### src/rtl/norm_shift_pipe.sv
// Two-stage post-add normaliser: stage 1 registers the operands with a leading-zero count,
// stage 2 registers the shifted mantissa, adjusted exponent and flags. Optional exp_ovf/exp_unf
// outputs are enabled by defining NORM_EXC_FLAGS_EN.
module norm_shift_pipe #(
   parameter int unsigned MANT_W = 27,
   parameter int unsigned EXP_W  = 8
) (
   input  logic              clk,
   input  logic              rst,
   input  logic              in_valid,
   output logic              in_ready,
   input  logic [MANT_W-1:0] adder_out,
   input  logic              ovf,
   input  logic [EXP_W-1:0]  exp_in,
   output logic              out_valid,
   input  logic              out_ready,
   output logic [MANT_W-1:0] mant_out,
   output logic [EXP_W-1:0]  exp_out,
   output logic              zero_out
`ifdef NORM_EXC_FLAGS_EN
   ,
   output logic              exp_ovf,
   output logic              exp_unf
`endif
);

   localparam int unsigned LZC_W = $clog2(MANT_W + 1);

   logic              r_v1;
   logic              r_v2;
   logic [MANT_W-1:0] r_mant1;
   logic              r_ovf1;
   logic [EXP_W-1:0]  r_exp1;
   logic [LZC_W-1:0]  r_lzc1;

   logic              w_s1_load;
   logic              w_s2_load;
   logic [LZC_W-1:0]  w_lzc;
   logic [EXP_W:0]    w_sum;
   logic              w_sat;
   logic              w_clamp;
   logic [31:0]       w_lzc_ext;
   logic [31:0]       w_exp_ext;
   logic [31:0]       w_shamt;
   logic [MANT_W-1:0] w_mant;
   logic [EXP_W-1:0]  w_exp;
   logic              w_zero;

   assign w_s2_load = !r_v2 || out_ready;
   assign w_s1_load = !r_v1 || w_s2_load;
   assign in_ready  = w_s1_load;
   assign out_valid = r_v2;

   // Highest set bit is visited last and wins; all-zero input leaves MANT_W.
   always_comb begin
      w_lzc = LZC_W'(MANT_W);
      for (int i = 0; i < MANT_W; i++) begin
         if (adder_out[i]) w_lzc = LZC_W'(MANT_W - 1 - i);
      end
   end

   always_ff @(posedge clk or posedge rst) begin
      if (rst) begin
         r_v1    <= 1'b0;
         r_mant1 <= '0;
         r_ovf1  <= 1'b0;
         r_exp1  <= '0;
         r_lzc1  <= '0;
      end else if (w_s1_load) begin
         r_v1 <= in_valid;
         if (in_valid) begin
            r_mant1 <= adder_out;
            r_ovf1  <= ovf;
            r_exp1  <= exp_in;
            r_lzc1  <= w_lzc;
         end
      end
   end

   assign w_sum     = {1'b0, r_exp1} + (EXP_W + 1)'(1);
   assign w_sat     = w_sum >= {1'b0, {EXP_W{1'b1}}};
   assign w_lzc_ext = 32'(r_lzc1);
   assign w_exp_ext = 32'(r_exp1);
   // Shift is limited by the exponent so the result goes subnormal instead of negative.
   assign w_clamp   = w_lzc_ext >= w_exp_ext;
   assign w_shamt   = w_clamp ? w_exp_ext : w_lzc_ext;

   always_comb begin
      w_mant = r_mant1;
      w_exp  = r_exp1;
      w_zero = 1'b0;
      if (r_ovf1) begin
         w_mant = {1'b1, r_mant1[MANT_W-1:2], r_mant1[1] | r_mant1[0]};
         w_exp  = w_sat ? {EXP_W{1'b1}} : w_sum[EXP_W-1:0];
      end else if (!r_mant1[MANT_W-1]) begin
         if (r_mant1 == '0) begin
            w_mant = '0;
            w_exp  = '0;
            w_zero = 1'b1;
         end else begin
            w_mant = r_mant1 << w_shamt;
            w_exp  = w_clamp ? '0 : EXP_W'(w_exp_ext - w_lzc_ext);
         end
      end
   end

`ifdef NORM_EXC_FLAGS_EN
   logic w_exp_ovf;
   logic w_exp_unf;
   assign w_exp_ovf = r_ovf1 && w_sat;
   assign w_exp_unf = !r_ovf1 && !r_mant1[MANT_W-1] && (r_mant1 != '0) && w_clamp;
`endif

   always_ff @(posedge clk or posedge rst) begin
      if (rst) begin
         r_v2     <= 1'b0;
         mant_out <= '0;
         exp_out  <= '0;
         zero_out <= 1'b0;
`ifdef NORM_EXC_FLAGS_EN
         exp_ovf  <= 1'b0;
         exp_unf  <= 1'b0;
`endif
      end else if (w_s2_load) begin
         r_v2 <= r_v1;
         if (r_v1) begin
            mant_out <= w_mant;
            exp_out  <= w_exp;
            zero_out <= w_zero;
`ifdef NORM_EXC_FLAGS_EN
            exp_ovf  <= w_exp_ovf;
            exp_unf  <= w_exp_unf;
`endif
         end
      end
   end

endmodule

### config.mk
export PLATFORM = sky130hd
export DESIGN_NAME = norm_shift_pipe
export DESIGN_NICKNAME = d
export VERILOG_FILES = /design/src/rtl/norm_shift_pipe.sv
export SDC_FILE = /design/constraint.sdc
export NUM_CORES = 1
export LEC_CHECK = 0
export CAP_MARGIN = 10
export CORE_ASPECT_RATIO = 0.6
export CORE_MARGIN = 8
export CORE_UTILIZATION = 40
export CTS_BUF_LIST = sky130_fd_sc_hd__clkbuf_2
export CTS_CLUSTER_SIZE = 8
export DETAILED_ROUTE_END_ITERATION = 10
export GPL_ROUTABILITY_DRIVEN = 0
export PLACE_DENSITY = 0.63
export SETUP_SLACK_MARGIN = 0.2
export SLEW_MARGIN = 40
export SYNTH_ARGS = -nofsm -noshare
export SYNTH_HDL_FRONTEND = slang
export SYNTH_SLANG_ARGS = --single-unit
### constraint.sdc
create_clock -name clk -period 7.95 [get_ports clk]
set_clock_uncertainty 0.15 [all_clocks]
set_input_delay 1.59 -clock clk [delete_from_list [all_inputs] [get_ports clk]]
set_output_delay 1.59 -clock clk [all_outputs]
set_load 0.1 [all_outputs]
# Yosys cells after proc, flatten, opt, wreduce, memory -nomap -nowiden

Index checks and enable logic that the tools add are counted.

Register bits after elaboration: 79
Word-level logic and storage cells: 61
Output and inout bits: 38
Input port bits: 40

Shift operators: 1
Reductions and logical operators: 7
Order comparisons: 2
Add/subtract/negate cells: 2
Bitwise gates (word level): 1
Muxes and demuxes: 39

Operator list:

| cell                                                                   | number |
|---|---|
| 5-bit two-way mux                                                      | 26 |
| 27-bit two-way mux                                                     | 3 |
| 8-bit two-way mux                                                      | 6 |
| 27-bit logical NOT                                                     | 1 |
| 27-bit by 8-bit left shift with 27-bit output                          | 1 |
| 8-bit by 1-bit adder with 9-bit output (second input constant)         | 1 |
| 9-bit by 8-bit >= comparator with 1-bit output (second input constant) | 1 |
| 5-bit by 8-bit >= comparator with 1-bit output                         | 1 |
| 8-bit by 5-bit subtractor with 8-bit output                            | 1 |
| 1-bit two-way mux                                                      | 4 |
| 2-bit AND reduction                                                    | 2 |
| 1-bit logical NOT                                                      | 2 |
| 1-bit logical OR                                                       | 2 |
| 1-bit bitwise OR                                                       | 1 |

# Longest topological paths before layout

Depth in word-level cells: 27
Gate-level depth with buffers: 17
Mapped depth without buffers: 13

# Least setup slack after synthesis

OpenSTA, ideal clock, no wires.

Path kind: input to output
From: input port out_ready
To: output port in_ready
Data required time: 6.210 ns
Cell stages on the path: 1
Buffers on the path: 0
Arrival: 2.449 ns
Path slack: 3.761 ns
Cell sequence: nand3b_1

Cells in the longest elaborated chain, start to end: 2

Ends and longest elaborated chain:

| element          | RTL line | RTL |
|---|---|---|
| from (decl)      | 16       | `input logic out_ready,` |
| 1-bit logical OR | 49       | `assign w_s2_load = !r_v2 \|\| out_ready;` |
| 1-bit logical OR | 50       | `assign w_s1_load = !r_v1 \|\| w_s2_load;` |
| to (decl)        | 11       | `output logic in_ready,` |

Every way passes these cells.

# Worst setup path in the final report

From: register r_exp1[0]
To: register mant_out[12]

Cells in the longest elaborated chain, start to end: 6

Ends and longest elaborated chain:

| element                                         | RTL line | RTL |
|---|---|---|
| from (decl)                                     | 33       | `logic [EXP_W-1:0] r_exp1;` |
| from (signal assigned)                          | 74       | `r_exp1 <= exp_in;` |
| 5-bit by 8-bit >= comparator with 1-bit output  | 85       | `assign w_clamp = w_lzc_ext >= w_exp_ext;` |
| 8-bit two-way mux *                             | 86       | `assign w_shamt = w_clamp ? w_exp_ext : w_lzc_ext;` |
| 27-bit by 8-bit left shift with 27-bit output * | 101      | `w_mant = r_mant1 << w_shamt;` |
| 27-bit two-way mux *                            | 96       | `if (r_mant1 == '0) begin` |
| 27-bit two-way mux *                            | 95       | `end else if (!r_mant1[MANT_W-1]) begin` |
| 27-bit two-way mux *                            | 92       | `if (r_ovf1) begin` |
| to (signal assigned)                            | 127      | `mant_out <= w_mant;` |
| to (decl)                                       | 17       | `output logic [MANT_W-1:0] mant_out,` |

Mark *: on every way between the ends. The rest lies on a longest branch, timed or not.
A chain may end at the register's enable or synchronous reset.

==> summary.txt <==
STA
  • Crit share post-route: 56.0%
  • Final slew viol count: 0
  • F_max: 225 MHz
  • Period minus WS final: 4.45 ns
  • Final setup violation count: 0
  • Worst Max-Slew Pin Slew: 0.792 ns
  • TNS Setup: 0 ns
  • Fin. Hold Viols: 0
  • Slew headroom: 47.0%
  • RSZ-0062 raised after global routing: no

Floorplanning
  • DIE AREA: approximately 19000 µm²
  • DIE WIDTH: ~170 µm
  • # IOs: 78
  • Die Y: 111 µm
  • Rows: 34
  • Starting density of the core: 41.2%
  • CORE AREA: 14600 µm²

Layout
  • Final core area utilization: roughly 46%
  • Fill cell count: 1455
  • Register area: roughly 2000 µm²
  • Area of the multi-input gates: 3690 µm²
  • # diodes: 0
  • Synth-to-Final Area Change: 12.8%
  • Final-stage net count: 774
  • Share of cells above drive strength 1: 17.0%

Synthesis
  • Async S/R FF share, synth: 100%
  • Synth warn: 0
  • Syn Area/Cell: between 8 and 9 µm²
  • Top FF cell, synth: dfrtp_1
  • Post-Synthesis Net Count: 735
  • Post-synth EDFFs: 0
  • Count leader, synth: dfrtp_1
  • Share of the synthesized area in the top cell type: between 30% and 40%
  • Seq cells post-synth: about 80
  • Post-Syn Instances: 687
  • Area leader, netlist: dfrtp_1
  • Synth area leaders: dfrtp_1 (33%), mux2_2 (7.3%), mux2i_1 (6.0%), nand2_1 (4.2%), a21oi_1 (3.9%)
  • Cell Area, Synth: 6010 µm²
  • Synth top cells by count: dfrtp_1 (79), nand2_1 (68), a21oi_1 (47), o21ai_0 (47), nor2_1 (42)
  • Seq/Total Area, Yosys: 32.9%
  • Netlist cell types: 77

Global routing
  • Largest net degree at the start of global routing: 80
  • Vias in the first global route: approximately 5700
  • First-pass GRT wire length: between 30000 and 40000 µm
  • GRT Resource Usage Total: 20.5%
  • Initial antenna violation count: 0
  • Grt total ovfl: 0

Critical path
  • Worst path required time: 8.33 ns
  • CP peak stage delay: 0.57 ns
  • CP Cell Sequence: inv_1 > ha_1 > inv_1 > fa_1 > a211oi_2 > o21a_2 > o21a_1 > mux2i_4 > buf_6 > nand2_1 > o22ai_1 > a21oi_1 > a2111oi_0 > o21bai_1
  • Critical Path AT: slightly below 5 ns
  • Crit Path Class: reg2reg
  • Cell mode on critical path: inv_1
  • Worst setup SP type: flop
  • CP max-delay cell: dfrtp_1
  • Crit path max-delay family: compound AO/OA/AOI/OAI gates
  • Critical Path Stages: 14
  • CP Capture Type: flop
  • Setup slack, reg-to-reg: approximately 3.5 ns
  • CP bufs+invs: 3
  • R2R cell count: 14
  • Critical-path maximum fanout: 21

Hold path
  • Min-Delay Path Depth: 2
  • Type of the tightest min-delay check: reg2reg

Drt
  • DR DRC count: 0
  • Drt wl/cell: 22.0 µm
  • Vias/cell: about 6.4
  • Via count: 5933
  • Initial DRT Pass Iterations: 5
  • Wirelength, routed: 20400 µm
  • Iteration-0 DRC Markers: 665
  • Final ANT Viol Nets: 0

Placement
  • Number of port buffers: 77
  • Detailed placer's ending HPWL: 14800 µm

Clocking
  • CTS resizes: 0
  • CTS Hold Bufs: 0
  • Clk slew on worst S/H paths: 0.25 ns
  • Postcts setup bufs: 0
  • TritonCTS Buffers: 9
  • Htree depth: 3
  • Max clock buf depth: 2
  • CTS tree: done
  • CTS sink cnt: 79
  • Clk root buf: clkbuf_2
  • Skew-Pair Late Insertion Delay: 0.57 ns

Run
  • Number of max-cap violations: 0

Power
  • PwrDens: 287 nW/µm²
  • Sw Ratio: 55.5%
  • Psw: 0.00108 W
  • Internal power: approximately 0.00087 W
  • Power share of the clock group: around 14%
  • Peak supply drop: 0.180 mV
  • Combinational power share: 55.5%
  • Leak pwr: 2.72 nW
  • Sequential share of power: 31.0%

Outcome
  • Status: complete, no violations
[layout make-up]
cell class              count  area share [%]
clock buffers               9           0.664
clock inverters             7            1.42
inverters                  16           0.904
multi-input cells         533            54.4
flip-flops and latches     79            29.1
well taps                 198            3.65
repair buffers             87            9.77
[metal layers]
layer  vias up  GRT usage, %  share of wire (%)
li1       2673             -                  -
met5         -             0                  0
met4         0          5.10                1.7
met3        39          6.19                 12
met2       362          26.2                 37
met1      2859          31.9                 49
[layout by cell type, fill, tap and decap left out, types with 4 or more instances in the layout]
master and count:
clkdlybuf4s50_1 39, a221oi_1 21, a211oi_1 21, and2_1 5
nand3_1 17, buf_4 8, a221o_1 6, o21a_1 6
xor2_1 5, a31oi_1 9, nor2_1 42, inv_1 15
ha_1 7, a21o_1 10, nand2_1 67, o21ai_1 5
and3_1 8, nand2b_1 9, nor4_1 12, clkbuf_2 9
or3_1 8, a22oi_1 5, o21ai_0 46, o31ai_1 8
a21oi_1 47, buf_2 38, nor3_1 12, mux2i_1 36
mux2_2 39, nor2b_1 4, dfrtp_1 79
[power by group through the flow]
stage               clock, W  combinational [W]  sequential [W]
CTS                 0.000269            0.00107        0.000598
finish              0.000263            0.00108        0.000604
global route        0.000282            0.00114        0.000616
floorplan                  0           0.000466        0.000967
global placement           0            0.00111        0.000605
detailed placement         0            0.00107        0.000607
[metrics by stage]
stage	worst slack [ns]	hold WS, ns	std cells	power [W]	instance area, µm²
2_1_floorplan	3.76	0.321	687	0.00143	6010
3_3_place_gp	2.81	0.310	912	0.00171	6810
3_5_place_dp	3.45	0.317	913	0.00167	6640
4_1_cts	3.40	0.364	929	0.00194	6780
5_1_grt	3.30	0.379	929	0.00204	6780
6_report	3.50	0.357	929	0.00195	6780
[flip-flops by register name, indices dropped and copies added (netlist names)]
signal and cells:
mant_out 27, r_mant1 27, exp_out 8, r_exp1 8
r_lzc1 5, out_valid 1, r_ovf1 1, r_v1 1
zero_out 1
[worst paths after layout]
| check | from | end |
|---|---|---|
| worst max register to register | r_exp1[0] | mant_out[12] |
| min in group asynchronous | rst | r_exp1[5] |
| worst min register to register | exp_out[7] | exp_out[7] |
| worst min-delay path | exp_out[7] | exp_out[7] |
| worst max-delay path | r_exp1[0] | mant_out[12] |
| max in group asynchronous | rst | mant_out[2] |
[worst min-delay path: stages (launching register included)]
cell and delay [ns]:
dfrtp_1 0.39, nand2_1 0.05, o21ai_1 0.06
[kinds of logic (layout without fill, tap and decap cells)]
family / Yosys count / count (layout) / synth area share (%)
adders and majority gates: 8 / 8 / 1.79
muxes: 78 / 78 / 14.1
DFF: 79 / 79 / 32.9
AOI/OAI and AO/OA: 238 / 238 / 27.9
and+or+nand+nor: 201 / 201 / 16.3
buffers and inverters: 75 / 119 / 5.76
xor gates and xnor gates: 8 / 8 / 1.17
No activity file was read; power rests on OpenSTA's default activity.
